### config.mk
export PLATFORM = sky130hd
export DESIGN_NAME = fp_to_int_serial
export DESIGN_NICKNAME = d
export VERILOG_FILES = /design/src/rtl/fp_to_int_serial.sv
export SDC_FILE = /design/constraint.sdc
export NUM_CORES = 1
export LEC_CHECK = 0
export ABC_AREA = 1
export BUFFER_PORTS_ARGS = -buffer_cell sky130_fd_sc_hd__clkbuf_2
export CAP_MARGIN = 10
export CELL_PAD_IN_SITES_DETAIL_PLACEMENT = 1
export CELL_PAD_IN_SITES_GLOBAL_PLACEMENT = 1
export CORE_ASPECT_RATIO = 0.5
export CORE_UTILIZATION = 25
export DETAILED_ROUTE_END_ITERATION = 7
export GPL_ROUTABILITY_DRIVEN = 0
export GPL_TIMING_DRIVEN = 0
export PLACE_DENSITY_LB_ADDON = 0.2
export SYNTH_ARGS = -nofsm -noshare
export SYNTH_HDL_FRONTEND = slang
export SYNTH_SLANG_ARGS = --single-unit
### constraint.sdc
create_clock -name clk -period 2.1 [get_ports clk]
set_clock_uncertainty 0.15 [all_clocks]
set_input_delay 0.42 -clock clk [delete_from_list [all_inputs] [get_ports clk]]
set_output_delay 0.42 -clock clk [all_outputs]
set_load 0.02 [all_outputs]
### src/rtl/fp_to_int_serial.sv
// fp_to_int_serial
//   Serial converter from the 13-bit FP format {s, e[3:0], f[7:0]}, where
//   value = (-1)^s * 0.f * 2^e, to an 8-bit two's-complement integer. The
//   significand is aligned by a one-bit-per-cycle right shifter. The result
//   saturates on overflow (ovf). A nonzero operand that truncates to zero
//   raises udf.
//
// Ports
//   clk        system clock, rising edge
//   reset_n    asynchronous active-low reset
//   start      conversion request, sampled only while ready=1
//   fp[12:0]   operand {s, e, f}; f need not be normalized
//   ready      high while idle
//   done_tick  one-cycle pulse, result registers valid from this cycle
//   int_out    signed result, held until the next completion
//   ovf        result saturated
//   udf        nonzero operand truncated to 0
module fp_to_int_serial (
  input  logic        clk,
  input  logic        reset_n,
  input  logic        start,
  input  logic [12:0] fp,
  output logic        ready,
  output logic        done_tick,
  output logic [7:0]  int_out,
  output logic        ovf,
  output logic        udf
);

  typedef enum logic [1:0] {
    IDLE  = 2'd0,
    ALIGN = 2'd1,
    DONE  = 2'd2
  } state_t;

  state_t state, state_next;

  logic       s_reg;
  logic [3:0] e_reg;
  logic [7:0] m_reg;
  logic       f_zero;  // captured significand was zero; m_reg alone cannot tell

  logic [7:0] res_int;
  logic       res_ovf;
  logic       res_udf;
  logic       eval;

  // ---------------------------------------------------------------------------
  // State register
  // ---------------------------------------------------------------------------
  // NOTE: sequential state always uses non-blocking (<=) so every register
  // samples pre-edge values regardless of statement order.
  always_ff @(posedge clk or negedge reset_n) begin
    if (!reset_n) state <= IDLE;
    else          state <= state_next;
  end

  // ---------------------------------------------------------------------------
  // Next-state and Moore outputs
  // ---------------------------------------------------------------------------
  // NOTE: every signal driven here gets a default first; a path that leaves
  // one unassigned would infer a latch.
  always_comb begin
    state_next = state;
    ready      = 1'b0;
    done_tick  = 1'b0;
    eval       = 1'b0;
    unique case (state)
      IDLE: begin
        ready = 1'b1;
        if (start) state_next = ALIGN;
      end
      ALIGN: begin
        // Shifting stops once the exponent reaches 8, so the final ALIGN
        // cycle always has e_reg >= 8 and is the evaluation cycle.
        if (e_reg >= 4'd8) begin
          eval       = 1'b1;
          state_next = DONE;
        end
      end
      DONE: begin
        done_tick  = 1'b1;
        state_next = IDLE;
      end
      default: state_next = IDLE;
    endcase
  end

  // ---------------------------------------------------------------------------
  // Result evaluation on the aligned magnitude
  //   e_reg only exceeds 8 if the captured exponent did, because the shifter
  //   never increments past 8.
  // ---------------------------------------------------------------------------
  always_comb begin
    res_int = 8'h00;
    res_ovf = 1'b0;
    res_udf = 1'b0;
    if (f_zero) begin
      // Zero in any exponent/sign encoding converts to plain 0.
      res_int = 8'h00;
    end else if ((e_reg > 4'd8) ||
                 (!s_reg && (m_reg > 8'd127)) ||
                 ( s_reg && (m_reg > 8'd128))) begin
      res_ovf = 1'b1;
      res_int = s_reg ? 8'h80 : 8'h7F;
    end else if (m_reg == 8'h00) begin
      res_udf = 1'b1;
    end else begin
      // -128 comes out naturally: the two's complement of 8'h80 is 8'h80.
      res_int = s_reg ? (~m_reg + 8'd1) : m_reg;
    end
  end

  // ---------------------------------------------------------------------------
  // Datapath: operand capture, alignment shifter, result registers
  // ---------------------------------------------------------------------------
  always_ff @(posedge clk or negedge reset_n) begin
    if (!reset_n) begin
      s_reg   <= 1'b0;
      e_reg   <= 4'd0;
      m_reg   <= 8'h00;
      f_zero  <= 1'b1;
      int_out <= 8'h00;
      ovf     <= 1'b0;
      udf     <= 1'b0;
    end else begin
      if (state == IDLE && start) begin
        s_reg  <= fp[12];
        e_reg  <= fp[11:8];
        m_reg  <= fp[7:0];
        f_zero <= (fp[7:0] == 8'h00);
      end else if (state == ALIGN && !eval) begin
        m_reg <= {1'b0, m_reg[7:1]};  // truncate toward zero
        e_reg <= e_reg + 4'd1;
      end
      if (eval) begin
        int_out <= res_int;
        ovf     <= res_ovf;
        udf     <= res_udf;
      end
    end
  end

endmodule

Yosys cells after proc, flatten, opt, wreduce, memory -nomap -nowiden
Index checks and enable logic that the tools add are counted.

cells by class
  multipliers = 0
  $add $sub $neg = 2
  div/mod/pow operators = 0
  shift-type cells = 0
  eq/ne operators = 4
  multiplexer cells = 21
  reductions and logical operators = 13
  $lt $le $gt $ge = 4
  bitwise operators = 1

operators with widths
  kind                   number
  $mux W8                7
  $logic_not A8 Y1       2
  $mux W1                9
  $add A8 B1 Y8 const B  1
  $gt A8 B7 Y1 const B   1
  $gt A8 B8 Y1 const B   1
  $mux W4                2
  $not A8 Y8             1
  $add A4 B1 Y4 const B  1
  $ge A4 B4 Y1 const B   1
  $gt A4 B4 Y1 const B   1
  $logic_and A1 B1 Y1    4
  $mux W2                2
  $ne A2 B2 Y1 const B   2
  $pmux W2 S2            1
  $eq A2 B1 Y1 const B   1
  $eq A2 B2 Y1 const B   1
  $logic_not A1 Y1       2
  $logic_not A2 Y1       1
  $logic_or A1 B1 Y1     2
  $reduce_and A2 Y1      1
  $reduce_bool A2 Y1     1

storage, ports and cells
  ROM bits = 0
  register bits = 26
  latch bits = 0
  memory bits (writable) = 0
  memories = 0
  input port bits = 16

Longest topological paths before layout
  depth after elaboration = 7
  gate-level depth with buffers = 11
  gate-level depth less buffers = 11

Worst setup path after synthesis
No wires, ideal clock.

  path type = register to register
  from = register m_reg[1]
  to = register int_out[7]
  cell stages (with the launch flop) = 12
  path slack = 0.533 ns
  arrival = 1.301 ns
  cell sequence = dfrtp_1 inv_1 ha_1 inv_1 nor2_1 nand4_2 nand2_1 nand2_2 nand2_4 nand2_1 nand2_1 nand2_1

on the way
  cells in the longest elaborated chain, start to end = 6

ends and longest elaborated chain
  what                                                         line      text
  start: declaration                                           40        logic [7:0] m_reg;
  start signal: assignment                                     130       m_reg <= fp[7:0];
  start signal: assignment                                     133       m_reg <= {1'b0, m_reg[7:1]};
  $not A8 Y8 / $gt A8 B7 Y1 (equally long branches)            110, 102
  $add A8 B1 Y8 / $logic_and A1 B1 Y1 (equally long branches)  110, 102
  $mux W8 / $logic_or A1 B1 Y1 (equally long branches)         110, 101
  $mux W8 / $logic_or A1 B1 Y1 (equally long branches)         106, 102
  $mux W8 *                                                    101       end else if ((e_reg > 4'd8) ||
  $mux W8 *                                                    98        if (f_zero) begin
  end signal: assignment                                       137       int_out <= res_int;
  end: declaration                                             25        output logic [7:0] int_out,

Every way passes the cells marked *; elsewhere a longest branch is shown, timed or not.
A chain may end at the register's enable or synchronous reset.

Worst setup path after layout
Ends and elaborated chain as after synthesis.

==> metrics.yaml <==
initial_core_util_pct: 26.6
stdcell_area_um2: 1820
grt_first_pass_wirelength_mm: 6.82
ys_async_sr_fraction_pct: 100
setup_viol: 0
slew-limit-headroom_pct: 52.9
grtUsageTotal_pct: 13.9
reg2reg_to: "int_out[7]$_DFFE_PN0P_"
cts_max_level: 1
nFillCells: 697
irDropWorstVdd_mv: 0.431
max_freq_mhz: 578
layout_worst_path_cycle_share_pct: 82.3
dieArea_um2: 6300
path_class: "flip-flop to flip-flop"
rsz0062_at_grt: "false"
port-buffer-count: 27
yosysUniqueCellTypes: 29
dpl_cell_area_um2: 1720
die_h_um: 56.6
clkLatencyLatePin_ps: 260
synth.avg_cell_area_um2: 8.07
remaining_drc_errors: 0
drive_above_1_share_pct: 25.9
nets: 236
endpoint_kind: "flip-flop"
p_leak_nw: 0.906
cts.sinks: 26
netlist.area_leader.share_pct: 41.9
drt_iter0_drc: 40
drv_slew: 0
grt.overflow.total: 0
synthSimpleGateAreaFrac_pct: 29.3
placedCellCount: 285
synth_common_cells: "nand2_1, dfrtp_1, nor2_1"
synth.mux.area_fraction_pct: 0
yosys_register_bits: 26
ys_warn_count: 0
synth_ff_type: "dfrtp_1"
postCtsSetupBuffers: 0
r2r_setup_slack_ps: 370
period_needed_ps: 1730
ant_nets: 0
ys_seq_area_share_pct: 43.7
synth_top_family_by_area: "simple AND/OR/NAND/NOR gates"
startpoint_type: "flip-flop"
crit_required_ps: 2110
clockBufferDepth: 2
cap_violations: 0
crit_arrival_ps: 1740
final-instance-count-excl-fill: 289
synth_edf_count: 0
power.density_nw_per_um2: 1780
ctsResizeCount: 0
post_drt_wl_per_cell_um: 13.4
grt_max_degree: 27
hold_path.class: "input pin to asynchronous set/reset pin"
synth_xor_area_share_pct: 1.17
cts_tree: "done"
antenna_cells: 0
place_hpwl_mm: 3.08
synth_fa_ha_area_share_pct: 2.51
clk_pin_slew_ps: 70
yosysTopAreaCell: "dfrtp_1"
grt_antenna_before_repair: 0
coreArea_um2: 5610
viasPerCell: 4.39
syn_to_final_growth_pct: 22.2
synth_area_um2: 1490
numCtsBuffers: 3
status: "finished clean"
reg2reg_depth: 11
synth_area_leaders: "dfrtp_1, nand2_1, nor2_1, o21ai_0, nand3_1"
ioPinCount: 28
yosysMostFrequentCell: "nand2_1"
postCtsHoldBufs: 0
grt_pass1_vias: 1366
tightest_slew_ps: 706
syn-num-nets: 204
pre_cts_ws_ps: 355
wirelength_mm: 3.88
path_max_fanout: 6
synth_compound_area_share_pct: 15.4
r2r_start: "m_reg[1]$_DFFE_PN0P_"
fin_tns_setup_ps: 0
setup_ws_ps: 371
hold_viol: 0
synthCells: 185
first_pass_iters: 2
routed-via-count: 1269
dieWidth_um: 111
root_buffer: "clkbuf_16"
rows: 19
metal layers:
metal / vias to the layer above / GRT usage [%] / routed length (um)
met4: 0 / 2.32 / 14
met2: 18 / 23.5 / 1730
met3: 2 / 3.02 / 111
met5: - / 0 / 0
li1: 666 / - / -
met1: 583 / 18.7 / 2020
final cells by class:
class                   instances  area (um2)  share of cell area [%]
multi-input cells             135         723                    39.6
clock inverters                 1        30.0                    1.65
clock buffers                   3        75.1                    4.12
inverters                      19        71.3                    3.91
well taps                      73        91.3                    5.01
flip-flops and latches         26         652                    35.7
repair buffers                 27         135                    7.41
plain buffers                   5        46.3                    2.54
worst max path at each step:
stage	slack [ps]	depth (start not counted)	end	from
CTS	340	11	int_out[7]$_DFFE_PN0P_	m_reg[1]$_DFFE_PN0P_
finish	370	11	int_out[7]$_DFFE_PN0P_	m_reg[1]$_DFFE_PN0P_
global placement	390	11	int_out[7]$_DFFE_PN0P_	m_reg[0]$_DFFE_PN0P_
global route	170	9	int_out[5]$_DFFE_PN0P_	m_reg[1]$_DFFE_PN0P_
detailed placement	350	11	int_out[7]$_DFFE_PN0P_	m_reg[1]$_DFFE_PN0P_
floorplan	530	11	int_out[7]$_DFFE_PN0P_	m_reg[1]$_DFFE_PN0P_
power by group:
part	switching (mW)	total, mW	internal [mW]
clock	0.192	0.572	0.380
combinational	1.12	1.74	0.616
sequential	0.199	0.938	0.739
critical path: stages (launching register included):
cell and delay (ps):
dfrtp_1 380, inv_1 110, ha_1 180, inv_1 60, nor2_1 150, nand4_2 140, nand2_1 100, nand2_2 90
nand2_4 110, nand2_1 60, nand2_1 50, nand2_1 40
cell families (layout without fill, tap and decap cells):
| family | Yosys count | in the layout |
|---|---|---|
| AND/OR/NAND/NOR | 96 | 96 |
| AO/OA/AOI/OAI | 34 | 34 |
| flip-flops | 26 | 26 |
| buffers and inverters | 24 | 55 |
| adder cells (fa/ha/maj) | 3 | 3 |
| XOR/XNOR | 2 | 2 |
stage by stage:
step / util [%] / hold slack [ps] / power, mW
2_1_floorplan: - / -25.6 / 2.23
6_report: 32.5 / 40.4 / 3.25
3_3_place_gp: 30.6 / 316 / 2.68
3_5_place_dp: 30.6 / 322 / 2.72
5_1_grt: 32.5 / 103 / 3.59
4_1_cts: 32.5 / 71.1 / 3.31
cells in the final DEF (no fill, tap or decap), types with 3 or more instances in the layout:
| master | Yosys | final |
|---|---|---|
| nand2_1 | 54 | 54 |
| clkbuf_2 | 0 | 27 |
| dfrtp_1 | 25 | 25 |
| nor2_1 | 19 | 19 |
| inv_1 | 16 | 16 |
| o21ai_0 | 13 | 13 |
| nand3_1 | 12 | 12 |
| o22ai_1 | 8 | 8 |
| o21ai_2 | 4 | 4 |
| inv_2 | 3 | 3 |
| ha_1 | 3 | 3 |
| clkbuf_16 | 0 | 3 |
Power figures use the tool's default switching activity.
